`config.mk`:
```
export PLATFORM = sky130hd
export DESIGN_NAME = stream_accum
export DESIGN_NICKNAME = d
export VERILOG_FILES = /design/src/rtl/stream_accum.sv
export SDC_FILE = /design/constraint.sdc
export NUM_CORES = 1
export LEC_CHECK = 0
export BUFFER_PORTS_ARGS = -buffer_cell sky130_fd_sc_hd__clkbuf_2
export CORE_ASPECT_RATIO = 1.2
export CORE_UTILIZATION = 51
export CTS_BUF_LIST = sky130_fd_sc_hd__clkbuf_8
export DETAILED_ROUTE_END_ITERATION = 6
export GPL_TIMING_DRIVEN = 0
export PLACE_DENSITY = 0.71
export SLEW_MARGIN = 20
export SYNTH_ARGS = -nofsm -noshare
export SYNTH_HDL_FRONTEND = slang
export SYNTH_SLANG_ARGS = --single-unit
```
`constraint.sdc`:
```
create_clock -name AXIS_ACLK -period 3.2 [get_ports AXIS_ACLK]
set_clock_uncertainty 0.1 [all_clocks]
set_input_delay 0.64 -clock AXIS_ACLK [delete_from_list [all_inputs] [get_ports AXIS_ACLK]]
set_output_delay 0.64 -clock AXIS_ACLK [all_outputs]
set_load 0.01 [all_outputs]
```
`src/rtl/stream_accum.sv`:
```
// Purpose: per-frame prefix-sum (running sum mod 2^DW) AXI-Stream stage; frames are cfg_len words long.
// Latency: 1 cycle from an accepted input beat to the registered output beat.
// Backpressure: input is ready only in RUN with cfg_en=1 and the output register free or draining, giving 1 word/cycle.
//
// Ports: AXIS_ACLK/AXIS_ARESETN clock and async active-low reset; cfg_en/cfg_len run control and frame length;
//        S_AXIS_* input stream (TSTRB/TLAST ignored); M_AXIS_* output stream of running sums, TLAST on the
//        last word of each frame; busy (not IDLE), done (one-cycle pulse per completed frame), frame_cnt.
module stream_accum #(
    parameter int DW = 32,
    parameter int LW = 9
) (
    input  logic            AXIS_ACLK,
    input  logic            AXIS_ARESETN,
    input  logic            cfg_en,
    input  logic [LW-1:0]   cfg_len,
    input  logic            S_AXIS_TVALID,
    input  logic [DW-1:0]   S_AXIS_TDATA,
    input  logic [DW/8-1:0] S_AXIS_TSTRB,
    input  logic            S_AXIS_TLAST,
    output logic            S_AXIS_TREADY,
    output logic            M_AXIS_TVALID,
    output logic [DW-1:0]   M_AXIS_TDATA,
    output logic [DW/8-1:0] M_AXIS_TSTRB,
    output logic            M_AXIS_TLAST,
    input  logic            M_AXIS_TREADY,
    output logic            busy,
    output logic            done,
    output logic [15:0]     frame_cnt
);

    typedef enum logic [1:0] {IDLE, RUN, DRAIN} state_t;

    state_t          state, state_d;
    logic [DW-1:0]   acc;
    logic [LW-1:0]   wcnt;
    logic [LW-1:0]   len_r;

    logic            out_free;
    logic            accept;
    logic            out_take;
    logic            last_beat;
    logic            start_ok;
    logic [DW-1:0]   sum;
    logic            load;      // start a new frame: capture cfg_len, zero the sum
    logic            clr;       // abandon or finish: zero the sum and word count
    logic            done_d;

    // Framing comes from the length register; the upstream TLAST/TSTRB carry nothing useful.
    logic unused_in;
    assign unused_in = &{1'b0, S_AXIS_TSTRB, S_AXIS_TLAST};

    assign out_free      = ~M_AXIS_TVALID | M_AXIS_TREADY;
    assign S_AXIS_TREADY = (state == RUN) & cfg_en & out_free;
    assign accept        = S_AXIS_TVALID & S_AXIS_TREADY;
    assign out_take      = M_AXIS_TVALID & M_AXIS_TREADY;
    assign last_beat     = (wcnt == len_r - LW'(1));
    assign start_ok      = cfg_en & (cfg_len != '0);
    assign sum           = acc + S_AXIS_TDATA;
    assign M_AXIS_TSTRB  = '1;
    assign busy          = (state != IDLE);

    always_comb begin
        state_d = state;
        load    = 1'b0;
        clr     = 1'b0;
        done_d  = 1'b0;
        case (state)
            IDLE: begin
                if (start_ok) begin
                    state_d = RUN;
                    load    = 1'b1;
                end
            end
            RUN: begin
                if (accept && last_beat) begin
                    state_d = DRAIN;
                end else if (!cfg_en && out_free) begin
                    // Abort: leave only once any pending output beat has been handed over.
                    state_d = IDLE;
                    clr     = 1'b1;
                end
            end
            DRAIN: begin
                if (out_take) begin
                    done_d = 1'b1;
                    if (start_ok) begin
                        state_d = RUN;
                        load    = 1'b1;
                    end else begin
                        state_d = IDLE;
                        clr     = 1'b1;
                    end
                end
            end
            default: begin
                state_d = IDLE;
                clr     = 1'b1;
            end
        endcase
    end

    always_ff @(posedge AXIS_ACLK or negedge AXIS_ARESETN) begin
        if (!AXIS_ARESETN) begin
            state <= IDLE;
        end else begin
            state <= state_d;
        end
    end

    always_ff @(posedge AXIS_ACLK or negedge AXIS_ARESETN) begin
        if (!AXIS_ARESETN) begin
            acc           <= '0;
            wcnt          <= '0;
            len_r         <= '0;
            M_AXIS_TVALID <= 1'b0;
            M_AXIS_TDATA  <= '0;
            M_AXIS_TLAST  <= 1'b0;
            done          <= 1'b0;
            frame_cnt     <= '0;
        end else begin
            done <= done_d;
            if (done_d) begin
                frame_cnt <= frame_cnt + 16'd1;
            end

            if (load) begin
                len_r <= cfg_len;
                acc   <= '0;
                wcnt  <= '0;
            end else if (clr) begin
                acc   <= '0;
                wcnt  <= '0;
            end else if (accept) begin
                acc   <= sum;
                wcnt  <= wcnt + LW'(1);
            end

            // Output register: a new beat overwrites in the same cycle the old one drains.
            if (accept) begin
                M_AXIS_TVALID <= 1'b1;
                M_AXIS_TDATA  <= sum;
                M_AXIS_TLAST  <= last_beat;
            end else if (M_AXIS_TREADY) begin
                M_AXIS_TVALID <= 1'b0;
            end
        end
    end

endmodule

```
## Word-level counts from Yosys, hierarchy flattened

Index checks and enable logic that the tools add are counted.

- Output and inout bits: 57
- Register bits after elaboration: 103
- Word-level logic and storage cells: 59
- Input port bits: 51

- Equal/unequal tests: 6
- Bitwise gates (word level): 7
- Multiplexer cells: 24
- Reduce and logical (&&, ||, !) cells: 9
- Add/sub/neg operators: 4

Operators by type and width:

| cell | count |
|---|---|
| $mux W32 | 3 |
| $add A32 B32 Y32 | 1 |
| $mux W9 | 3 |
| $add A16 B1 Y16 const B | 1 |
| $mux W1 | 11 |
| $add A9 B1 Y9 const B | 1 |
| $eq A9 B9 Y1 | 1 |
| $reduce_bool A9 Y1 | 1 |
| $sub A9 B1 Y9 const B | 1 |
| $mux W2 | 4 |
| $pmux W2 S3 | 1 |
| $and A1 B1 Y1 | 5 |
| $ne A2 B2 Y1 const B | 2 |
| $reduce_bool A2 Y1 | 2 |
| $ne A3 B1 Y1 const B | 1 |
| $pmux W1 S3 | 1 |
| $reduce_and A3 Y1 | 1 |
| $reduce_bool A3 Y1 | 1 |
| $eq A2 B1 Y1 const B | 1 |
| $eq A2 B2 Y1 const B | 1 |
| $logic_and A1 B1 Y1 | 2 |
| $logic_not A2 Y1 | 1 |
| $pmux W1 S2 | 1 |
| $logic_not A1 Y1 | 1 |
| other kinds (2) | 2 |

## Logic depth before layout (Yosys ltp)

Gate-level depths: netlist (run 1).

- Word-level depth: 9
- Mapped depth: 12
- Depth with buffers taken out: 12

## Worst setup path before layout (run 1)

No wires, ideal clock.

- Path type: input to register
- Start: in S_AXIS_TDATA[0]
- End: reg acc[30]
- Setup time: 0.133 ns
- Cell stages on the path: 12
- Setup slack: -0.048 ns
- Data arrival time: 3.015 ns
- Path through: ha_1 -> fa_1 -> a21oi_1 -> o211a_1 -> o221ai_1 -> a21o_2 -> a31oi_2 -> o21ba_2 -> o21ai_2 -> a31oi_1 -> mux2i_1 -> o21ai_1

- Word-level cells in the longest chain between the ends: 4

RTL lines:

| item | RTL line | RTL |
|---|---|---|
| start: declaration | 17 | `input logic [DW-1:0] S_AXIS_TDATA,` |
| $add A32 B32 Y32 | 58 | `assign sum = acc + S_AXIS_TDATA;` |
| $mux W32 | 133 | `end else if (accept) begin` |
| $mux W32 | 130 | `end else if (clr) begin` |
| $mux W32 | 126 | `if (load) begin` |
| end signal: assignment | 134 | `acc <= sum;` |
| end: declaration | 34 | `logic [DW-1:0] acc;` |

No other way between the ends. The select of a mux whose other input is x is not followed.
A chain may end at the register's enable or synchronous reset.

## Worst setup path in the final report (run 1)

- Start: in S_AXIS_TDATA[1]
- End: reg M_AXIS_TDATA[31]

- Word-level cells in the longest chain between the ends: 1

RTL lines:

| item | RTL line | RTL |
|---|---|---|
| $add A32 B32 Y32 | 58 |  |
| end signal: assignment | 141 | `M_AXIS_TDATA <= sum;` |
| end: declaration | 22 | `output logic [DW-1:0] M_AXIS_TDATA,` |

No other way between the ends.

==> results of run 1 <==
[cell families (layout without fill, tap and decap cells)]
kind of cell               after synthesis  in the layout  share of synthesized area, %
buffers and inverters                   39            160                          2.82
adders and majority gates               35             35                          7.60
other                                    1              4                        0.0640
and+or+nand+nor                        257            257                          18.9
muxes                                   13             13                          2.41
DFF                                    103            103                          44.0
xor gates and xnor gates                61             61                          9.12
AOI/OAI and AO/OA                      137            137                          15.0
[power by group through the flow]
stage               combinational (mW)  sequential [mW]  clock [mW]
finish                            1.41             1.77       0.782
global route                      1.58             1.81       0.846
CTS                               1.39             1.77       0.810
detailed placement                1.37             1.80           0
global placement                  1.33             1.78           0
floorplan                        0.835             1.86           0
[path summary, 6_finish.rpt]
kind	from	to	cells past startpoint
worst max-delay path	S_AXIS_TDATA[1]	M_AXIS_TDATA[31]$_DFFE_PN0P_	11
worst min-delay path	AXIS_ARESETN	M_AXIS_TDATA[18]$_DFFE_PN0P_	1
worst max register to register	acc[1]$_DFFE_PN0P_	M_AXIS_TDATA[31]$_DFFE_PN0P_	10
worst min register to register	M_AXIS_TDATA[19]$_DFFE_PN0P_	M_AXIS_TDATA[19]$_DFFE_PN0P_	2
max in group asynchronous	AXIS_ARESETN	len_r[6]$_DFFE_PN0P_	2
min in group AXIS_ACLK	M_AXIS_TDATA[19]$_DFFE_PN0P_	M_AXIS_TDATA[19]$_DFFE_PN0P_	2
[registers in the layout, indices dropped and copies added (netlist names)]
| register | count |
|---|---|
| frame_cnt | 16 |
| M_AXIS_TLAST | 1 |
| state | 2 |
| done | 1 |
| len_r | 9 |
| wcnt | 9 |
| M_AXIS_TVALID | 1 |
| acc | 32 |
| M_AXIS_TDATA | 32 |
[routing by layer]
layer / up-vias / track usage, % / part of all wire (%)
met2: 103 / 40.1 / 51
met1: 2338 / 30.7 / 44
li1: 2444 / - / -
met5: - / 0 / 0
met3: 16 / 3.05 / 3.6
met4: 0 / 7.72 / 1.6
[per-stage QoR]
stage	hold slack (ns)	area [um^2]	TNS, ns	worst slack, ns	cells
floorplan	0.244	5880	0	0.0168	649
global placement	0.358	6570	-2.61	-0.415	901
detailed placement	0.362	6600	-2.81	-0.400	902
CTS	0.0992	6790	0	0.0144	918
global route	0.112	6880	-0.146	-0.0967	924
finish	0.0945	6880	0	0.00488	924
[cells in the final DEF, fill, tap and decap left out, types with 4 or more instances in the layout]
cell      synthesis  layout
dfrtp_1         103     103
o211ai_1          5       5
inv_1            13      13
mux2i_1           4       4
nor3_1           12      12
nand3_1          13      13
ha_1             34      29
clkbuf_8          0      11
clkbuf_2          1      98
and3_1            6       6
a21o_1            9       9
xnor2_1          35      35
xor2_1           26      26
o21ai_0          21      21
nor2_1           37      37
buf_4             4      10
a21oi_1          62      61
o21ai_1           5       4
mux2_2            9       9
nand2b_1          5       5
nand2_1         155     155
clkbuf_1         19      19
o22ai_1           4       4
nor4_1            4       4
conb_1            1       4
or3_1             8       8
nand4_1           4       4
[area by class of cell]
type	instances	area, um^2
fill	995	4210
multi-input combinational	507	3190
sequential	103	2580
timing repair buffer	105	572
tap	154	193
clock buffer	10	138
buffer	26	116
inverter	13	48.8
clock inverter	6	45.0
[worst reg2reg max path, stage by stage (launching register included)]
cell and delay, ns:
dfrtp_1 0.43, ha_4 0.24, a211oi_4 0.25, o211ai_2 0.14, a221oi_4 0.40, a311oi_2 0.20
o41ai_2 0.46, a21oi_2 0.13, mux2i_1 0.16, or4_1 0.48, o211ai_1 0.10
[timing repair]
action / 4_1_cts / 5_1_grt
buffers inserted: 0 / 6
gates resized for setup: 1 / 8
pin swaps: 2 / 10
setup endpoints to repair: 3 / 4
==> results.yml, run 1 <==
floorplan:
  initial_utilization_pct: 52.8
  core_mm2: 0.0111
  die_h_um: 119
  rows: 42
  die_w_um: 99.8
  ios: 108
  dieArea_mm2: 0.0119
detailed_routing:
  via_per_inst: 5.30
  via_count: 4901
  first_pass_iters: 4
  drtAntennaViolNets: 0
  routed_wl_mm: 13.4
  drc: 0
  drtIter0Drc: 197
  routedWlPerCell_um: 14.5
global_route:
  grt_max_degree: 60
  grt_usage_pct: 23.5
  grt_pass1_vias: 4829
  antenna_found_initial: 0
  grt_pass1_wl_mm: 22.3
  grt_overflow: 0
setup_path:
  worstPathRequired_ns: 3.39
  path_cells: "clkbuf_2 -> ha_4 -> a211oi_4 -> o211ai_2 -> a221oi_4 -> a311oi_2 -> o41ai_2 -> a21oi_2 -> mux2i_1 -> or4_1 -> o211ai_1"
  cp-end-kind: "register"
  crit_family: "compound AO/OA/AOI/OAI gates"
  r2r_setup_slack_ns: 0.03
  cp_max_fo: 5
  cp-start-kind: "input port"
  worstPathArrival_ns: 3.38
  crit_slowest_cell: "or4_1"
  critPathKind: "in -> reg"
  slowest_delay_ns: 0.48
  crit_buf_inv: 1
placement:
  gp_congestion: 0.861
  port_buffers: 98
  dp_hpwl_mm: 10.0
outcome:
  status: "completed"
synth:
  yosysUniqueCellTypes: 57
  synth-edff-count: 0
  syn_avg_cell_area_um2: 9.07
  synth.most_common_cell: "nand2_1"
  async_flop_share_pct: 100
  synth.top_cells.by_count: "nand2_1 (155), dfrtp_1 (103), a21oi_1 (62), nor2_1 (37), xnor2_1 (35)"
  synthesis.area_mm2: 0.00586
  ys_seq_elements: 103
  postSynthCellCount: 646
  synth_top_area_share_pct: 44.0
  ys_top_cells_by_area: "dfrtp_1 (44%), nand2_1 (9.9%), ha_1 (7.3%)"
  synth_area_leader_cell: "dfrtp_1"
  yosysWarnings: 0
  synth_ff_type: "dfrtp_1"
  yosysSeqAreaShare_pct: 44.0
finish:
  insertedDiodeCount: 0
  drive_gt1_share_pct: 21.2
  area_growth_pct: 17.5
  nets: 851
  fin_util_pct: 62.1
pwr:
  power_switching_mw: 1.47
  power_density_mw_per_mm2: 576
  power_mw: 3.96
  power.leakage_nw: 3.40
  pwr-share-comb_pct: 35.5
  p_seq_share_pct: 44.7
  vdd_drop_max_mv: 0.259
  power.share.clock_pct: 19.8
  p_int_mw: 2.50
  switching_share_pct: 37.0
sta:
  period_minus_slack_ns: 3.20
  rsz0062_at_grt: "true"
  setup_violations: 0
  fmax_mhz: 313
  slew_viol_final: 0
  worst_pin_slew_ns: 0.612
  slew_headroom_pct: 59.2
  fin_crit_sh_pct: 99.8
  hold_viol: 0
clocking:
  clockRootBuffer: "clkbuf_8"
  clkLatencyLatePin_ns: 0.36
  clk_pin_slew_ns: 0.10
  h-tree-depth: 3
  cts_inserted_buffers: 9
  cts_tree: "done"
  cts.sinks: 103
  cts_hold_repair.buffers: 0
  clock_path_buffers: 2
min_path:
  hp-class: "in -> async"
job:
  max-cap-violations: 0
(Power assumes the default switching activity.)
==> run 2: changes to the inputs <==
Settings changed: BUFFER_PORTS_ARGS -buffer_cell sky130_fd_sc_hd__clkbuf_2 to -buffer_cell sky130_fd_sc_hd__buf_2.
==> run 2 against run 1 <==
Compared with the run above: global-route usage increased by 0.55 points; count of clock-buffer cells in the layout is 1 lower; power is 2.9% higher; clock power up 14%; register-to-register slack improved by 0.03 ns; fmax increased by 1.6%; sequential power about the same; cell count rose by 0.11%; flip-flop and latch count stayed put; via count up 1.5%.
==> results.yml, run 2 (synthesized netlist as in run 1, its figures left out) <==
outcome:
  status: "completed"
setup_path:
  path_common_cell: "o211ai_1"
  cp_max_fo: 5
  worstPathArrival_ns: 3.36
  cp-end-kind: "register"
  worstPathRequired_ns: 3.42
  critPathKind: "reg -> reg"
  cp-start-kind: "register"
  slowest_delay_ns: 0.46
  crit_slowest_cell: "o41ai_2"
  path_cells: "ha_4 -> o211ai_1 -> o211ai_2 -> a221oi_4 -> a311oi_2 -> o41ai_2 -> a21oi_2 -> mux2i_1 -> or4_1 -> o211ai_1"
pwr:
  power_density_mw_per_mm2: 588
  power.share.clock_pct: 21.8
  switching_share_pct: 36.8
  vdd_drop_max_mv: 0.301
  power_switching_mw: 1.50
  power.leakage_nw: 3.43
  p_int_mw: 2.57
  p_seq_share_pct: 43.3
  pwr-share-comb_pct: 34.8
floorplan:
  die_h_um: 119
  dieArea_mm2: 0.0119
  ios: 108
  initial_utilization_pct: 52.8
  core_mm2: 0.0111
  rows: 42
  die_w_um: 99.8
finish:
  insertedDiodeCount: 0
  nets: 852
  reg_top3: "M_AXIS_TDATA (32), acc (32), frame_cnt (16)"
  area_growth_pct: 18.3
  mostFrequentLayoutCells: "nand2_1 (155), dfrtp_1 (103), buf_2 (99)"
  fin_util_pct: 62.5
  mostFrequentLayoutCell: "nand2_1"
  drive_gt1_share_pct: 21.5
  finalNonFillerCells: 925
global_route:
  grt_overflow: 0
  grt_usage_pct: 24.1
  grt_pass1_wl_mm: 22.7
  grt_pass1_vias: 4908
  antenna_found_initial: 0
  grt_max_degree: 70
placement:
  port_buffers: 98
  gp_congestion: 0.852
  dp.cells: 902
  dp_hpwl_mm: 10.1
detailed_routing:
  drc: 0
  via_count: 4974
  first_pass_iters: 4
  routed_wl_mm: 13.6
  via_per_inst: 5.38
  drtAntennaViolNets: 0
  drtIter0Drc: 185
  routedWlPerCell_um: 14.7
clocking:
  cts_tree: "done"
  clock_path_buffers: 2
  cts.sinks: 103
  h-tree-depth: 3
  cts_hold_repair.buffers: 0
  cts_inserted_buffers: 9
  clk_pin_slew_ns: 0.11
  clkLatencyLatePin_ns: 0.39
  clockRootBuffer: "clkbuf_8"
sta:
  fin_crit_sh_pct: 98.3
  period_minus_slack_ns: 3.14
  tns_ns: 0
  rsz0062_at_grt: "true"
  fmax_mhz: 318
  hold_viol: 0
  worst_pin_slew_ns: 0.614
  hold_ws_ns: 0.0322
  slew_headroom_pct: 59.1
  slew_viol_final: 0
  setup_violations: 0
job:
  max-cap-violations: 0
min_path:
  hp-class: "in -> async"
## run 2: cell types whose count changed in the layout (fill, tap and decap cells not counted), moves of 2 or more
cell / delta
clkinv_2: -2
inv_8: +2
clkbuf_2: -97
buf_2: +97
clkbuf_8: -2
## run 2: layer usage
metal	global-route usage (%)	up-vias	part of all wire, %
met5	0	-	0
li1	-	2455	-
met2	40.6	94	50
met4	8.92	0	2.5
met1	30.8	2398	44
met3	4.11	27	3.5
## run 2: power groups by stage
stage          sequential, mW  clock [mW]  combinational [mW]
6_report                 1.77       0.889                1.42
5_1_grt                  1.80       0.961                1.58
4_1_cts                  1.77       0.912                1.39
3_5_place_dp             1.79           0                1.38
3_3_place_gp             1.77           0                1.34
2_1_floorplan            1.86           0               0.835
## run 2: timing repair
| action | CTS | global route |
|---|---|---|
| pin swaps | 1 | 12 |
| setup endpoints to repair | 2 | 5 |
| hold endpoints to repair | 0 | 0 |
| gates cloned | 0 | 0 |
| buffers inserted | 0 | 7 |
| gates resized for setup | 1 | 10 |
## run 2: per-stage QoR
step / setup WS, ns / total power [mW] / instance area (um^2)
6_report: 0.0551 / 4.07 / 6930
3_5_place_dp: -0.449 / 3.17 / 6600
2_1_floorplan: 0.0168 / 2.69 / 5880
5_1_grt: -0.0642 / 4.35 / 6930
3_3_place_gp: -0.422 / 3.11 / 6570
4_1_cts: 0.0227 / 4.07 / 6810
## run 2: area by class of cell
class                           instances  area [um^2]
Clock buffer                            9          124
Fill cell                             959         4160
Tap cell                              154          193
Buffer                                 26          116
Timing Repair Buffer                  106          577
Clock inverter                          7         88.8
Sequential cell                       103         2580
Multi-Input combinational cell        507         3210
Inverter                               13         48.8
## run 2: worst max-delay path: cells and delay by family, from the launching register on
family	cells	cell delay, ns
AOI/OAI and AO/OA	7	1.66
and+or+nand+nor	1	0.46
muxes	1	0.14
adders and majority gates	1	0.27
DFF	1	0.43
## run 2: path summary, 6_finish.rpt
kind	start	to	slack, ns	depth (start not counted)
hold / removal	AXIS_ARESETN	M_AXIS_TDATA[18]$_DFFE_PN0P_	0.03	1
setup / recovery	acc[2]$_DFFE_PN0P_	M_AXIS_TDATA[31]$_DFFE_PN0P_	0.06	10
max in group asynchronous	AXIS_ARESETN	acc[1]$_DFFE_PN0P_	2.33	2
setup reg to reg	acc[2]$_DFFE_PN0P_	M_AXIS_TDATA[31]$_DFFE_PN0P_	0.06	10
min in group AXIS_ACLK	cfg_len[0]	len_r[0]$_DFFE_PN0P_	0.37	3
hold reg to reg	M_AXIS_TDATA[17]$_DFFE_PN0P_	M_AXIS_TDATA[17]$_DFFE_PN0P_	0.38	2
==> run 3: changes to the inputs <==
Settings changed: ABC_AREA set to 1, PLACE_DENSITY 0.71 to 0.7.
==> run 3 against run 2 <==
Compared with the run above: power up 14%; via count up 26%; setup slack better by 0.72 ns; largest power group is now combinational cells; sequential power up 3%; critical path depth up 2; fmax up 30%; register-to-register slack better by 0.72 ns; highest routed layer unchanged; largest cell class unchanged.
==> results.yml, run 3 <==
outcome:
  status: "completed"
synth:
  yosysSeqAreaShare_pct: 37.8
  synth.top_cells.by_count: "nand2_1 (385), inv_1 (136), dfrtp_1 (103), nor2_1 (71), nand3_1 (61)"
  synth.most_common_cell: "nand2_1"
  synthesis.area_mm2: 0.00682
  ys_top_cells_by_area: "dfrtp_1 (38%), nand2_1 (21%), inv_1 (7.5%)"
  yosysUniqueCellTypes: 35
  synth_xor_area_share_pct: 3.26
  yosysWarnings: 0
  synth_top_family_by_area: "simple AND/OR/NAND/NOR gates"
  synth_area_leader_cell: "dfrtp_1"
  synth_ff_type: "dfrtp_1"
  synth_fa_ha_area_share_pct: 6.53
  async_flop_share_pct: 100
  synth-edff-count: 0
  ys_seq_elements: 103
  synth.mux.area_fraction_pct: 0
  postSynthCellCount: 981
  synth-compound-area-share_pct: 5.90
  syn_avg_cell_area_um2: 6.96
  synth_top_area_share_pct: 37.8
  synthSimpleGateAreaFrac_pct: 37.0
setup_path:
  crit_family: "simple AND/OR/NAND/NOR gates"
  slowest_delay_ns: 0.45
  worstPathArrival_ns: 2.63
  path_cells: "ha_1 -> fa_1 -> nand3_1 -> nand3_1 -> nand2_1 -> nand2_1 -> nand2_1 -> nand2_1 -> nand2_1 -> nand3b_1 -> nand3_1 -> nand2_1"
  critPathKind: "reg -> reg"
  crit_buf_inv: 0
  cp-end-kind: "register"
  worstPathRequired_ns: 3.40
  cp-start-kind: "register"
  cp_max_fo: 6
  crit_slowest_cell: "fa_1"
  path_common_cell: "nand2_1"
floorplan:
  ios: 108
  die_w_um: 108
  die_h_um: 129
  dieArea_mm2: 0.0138
  initial_utilization_pct: 53.2
  rows: 45
  core_mm2: 0.0128
pwr:
  vdd_drop_max_mv: 0.353
  switching_share_pct: 41.8
  power.leakage_nw: 4.65
  p_int_mw: 2.71
  pwr-share-comb_pct: 41.6
  power_switching_mw: 1.94
  power.share.clock_pct: 19.2
  p_seq_share_pct: 39.2
  power_density_mw_per_mm2: 599
finish:
  drive_gt1_share_pct: 15.0
  insertedDiodeCount: 0
  nets: 1180
  fin_util_pct: 60.5
  mostFrequentLayoutCells: "nand2_1 (385), inv_1 (136), buf_2 (108)"
  mostFrequentLayoutCell: "nand2_1"
  reg_top3: "M_AXIS_TDATA (32), acc (32), frame_cnt (16)"
  area_growth_pct: 13.8
  nFillCells: 1287
detailed_routing:
  via_count: 6288
  routed_wl_mm: 17.1
  drc: 0
  routedWlPerCell_um: 13.5
  drtIter0Drc: 325
  first_pass_iters: 5
  via_per_inst: 4.98
  drtAntennaViolNets: 0
clocking:
  cts_tree: "done"
  cts_resized: 0
  clkLatencyLatePin_ns: 0.41
  clockRootBuffer: "clkbuf_8"
  h-tree-depth: 3
  cts_hold_repair.buffers: 0
  clock_path_buffers: 2
  cts_setup_buffers: 0
  clk_pin_slew_ns: 0.11
  cts_inserted_buffers: 9
  cts.sinks: 103
placement:
  dp_hpwl_mm: 13.4
  gp_congestion: 0.951
  port_buffers: 98
sta:
  fin_crit_sh_pct: 75.7
  slew_headroom_pct: 58.0
  period_minus_slack_ns: 2.42
  rsz0062_at_grt: "false"
  tns_ns: 0
  hold_viol: 0
  setup_violations: 0
  worst_pin_slew_ns: 0.630
  slew_viol_final: 0
  fmax_mhz: 413
global_route:
  grt_pass1_vias: 5817
  grt_pass1_wl_mm: 28.2
  grt_overflow: 0
  grt_usage_pct: 26.4
  grt_max_degree: 70
  antenna_found_initial: 0
min_path:
  hp-class: "in -> async"
job:
  max-cap-violations: 0
## run 3: layout make-up
cell class | count | area [um^2] | area share, %
Multi-Input combinational cell | 721 | 3610 | 46.5
Sequential cell | 103 | 2580 | 33.2
Clock inverter | 7 | 77.6 | 0.999
Tap cell | 164 | 205 | 2.64
Clock buffer | 9 | 124 | 1.59
Buffer | 22 | 130 | 1.68
Inverter | 138 | 518 | 6.67
Timing Repair Buffer | 99 | 524 | 6.75
## run 3: worst reg2reg max path, cell delays in order (launching register included)
cell and delay (ns):
dfrtp_1 0.40, ha_1 0.24, fa_1 0.45, nand3_1 0.10, nand3_1 0.19, nand2_1 0.11, nand2_1 0.11, nand2_1 0.08
nand2_1 0.14, nand2_1 0.15, nand3b_1 0.09, nand3_1 0.11, nand2_1 0.06
## run 3: routing by layer
layer	GRT usage (%)	wire, um	vias to the layer above
met5	0	0	-
met4	8.30	297	0
met3	4.71	803	23
met2	44.3	8010	127
met1	34.7	8000	2837
li1	-	-	3301
## run 3: cells by family (layout without fill, tap and decap cells)
| family | after synthesis | in the layout |
|---|---|---|
| simple gates | 588 | 588 |
| buf+inv | 160 | 275 |
| flops | 103 | 103 |
| compound gates | 71 | 71 |
| fa+ha+maj | 35 | 35 |
| xor+xnor | 23 | 23 |
| other cells | 1 | 4 |
## run 3: worst paths after layout
kind                                        startpoint                          end  cells past startpoint  slack (ns)
setup reg to reg                    acc[0]$_DFFE_PN0P_          acc[22]$_DFFE_PN0P_                     12        0.78
hold / removal                            AXIS_ARESETN  M_AXIS_TDATA[9]$_DFFE_PN0P_                      1       0.006
setup / recovery                    acc[0]$_DFFE_PN0P_          acc[22]$_DFFE_PN0P_                     12        0.78
min in group AXIS_ACLK                      cfg_len[8]         len_r[8]$_DFFE_PN0P_                      3        0.35
max in group asynchronous                 AXIS_ARESETN    frame_cnt[12]$_DFFE_PN0P_                      2        2.33
hold reg to reg            M_AXIS_TDATA[0]$_DFFE_PN0P_  M_AXIS_TDATA[0]$_DFFE_PN0P_                      2        0.37
## run 3: power by group through the flow
| stage | clock network, mW | registers (mW) | logic, mW |
|---|---|---|---|
| 2_1_floorplan | 0 | 1.93 | 1.22 |
| 3_3_place_gp | 0 | 1.84 | 1.90 |
| 3_5_place_dp | 0 | 1.85 | 1.93 |
| 4_1_cts | 0.911 | 1.82 | 1.95 |
| 5_1_grt | 0.960 | 1.87 | 2.21 |
| 6_report | 0.893 | 1.82 | 1.94 |
## run 3: per-stage QoR
stage	instances	setup slack, ns	area (um^2)	hold WS, ns	power [mW]
5_1_grt	1263	0.598	7770	0.0147	5.04
6_report	1263	0.777	7770	0.00630	4.65
2_1_floorplan	984	0.932	6840	0.244	3.14
3_5_place_dp	1247	0.412	7560	0.355	3.78
4_1_cts	1263	0.786	7770	0.0104	4.68
3_3_place_gp	1246	0.241	7530	0.350	3.74
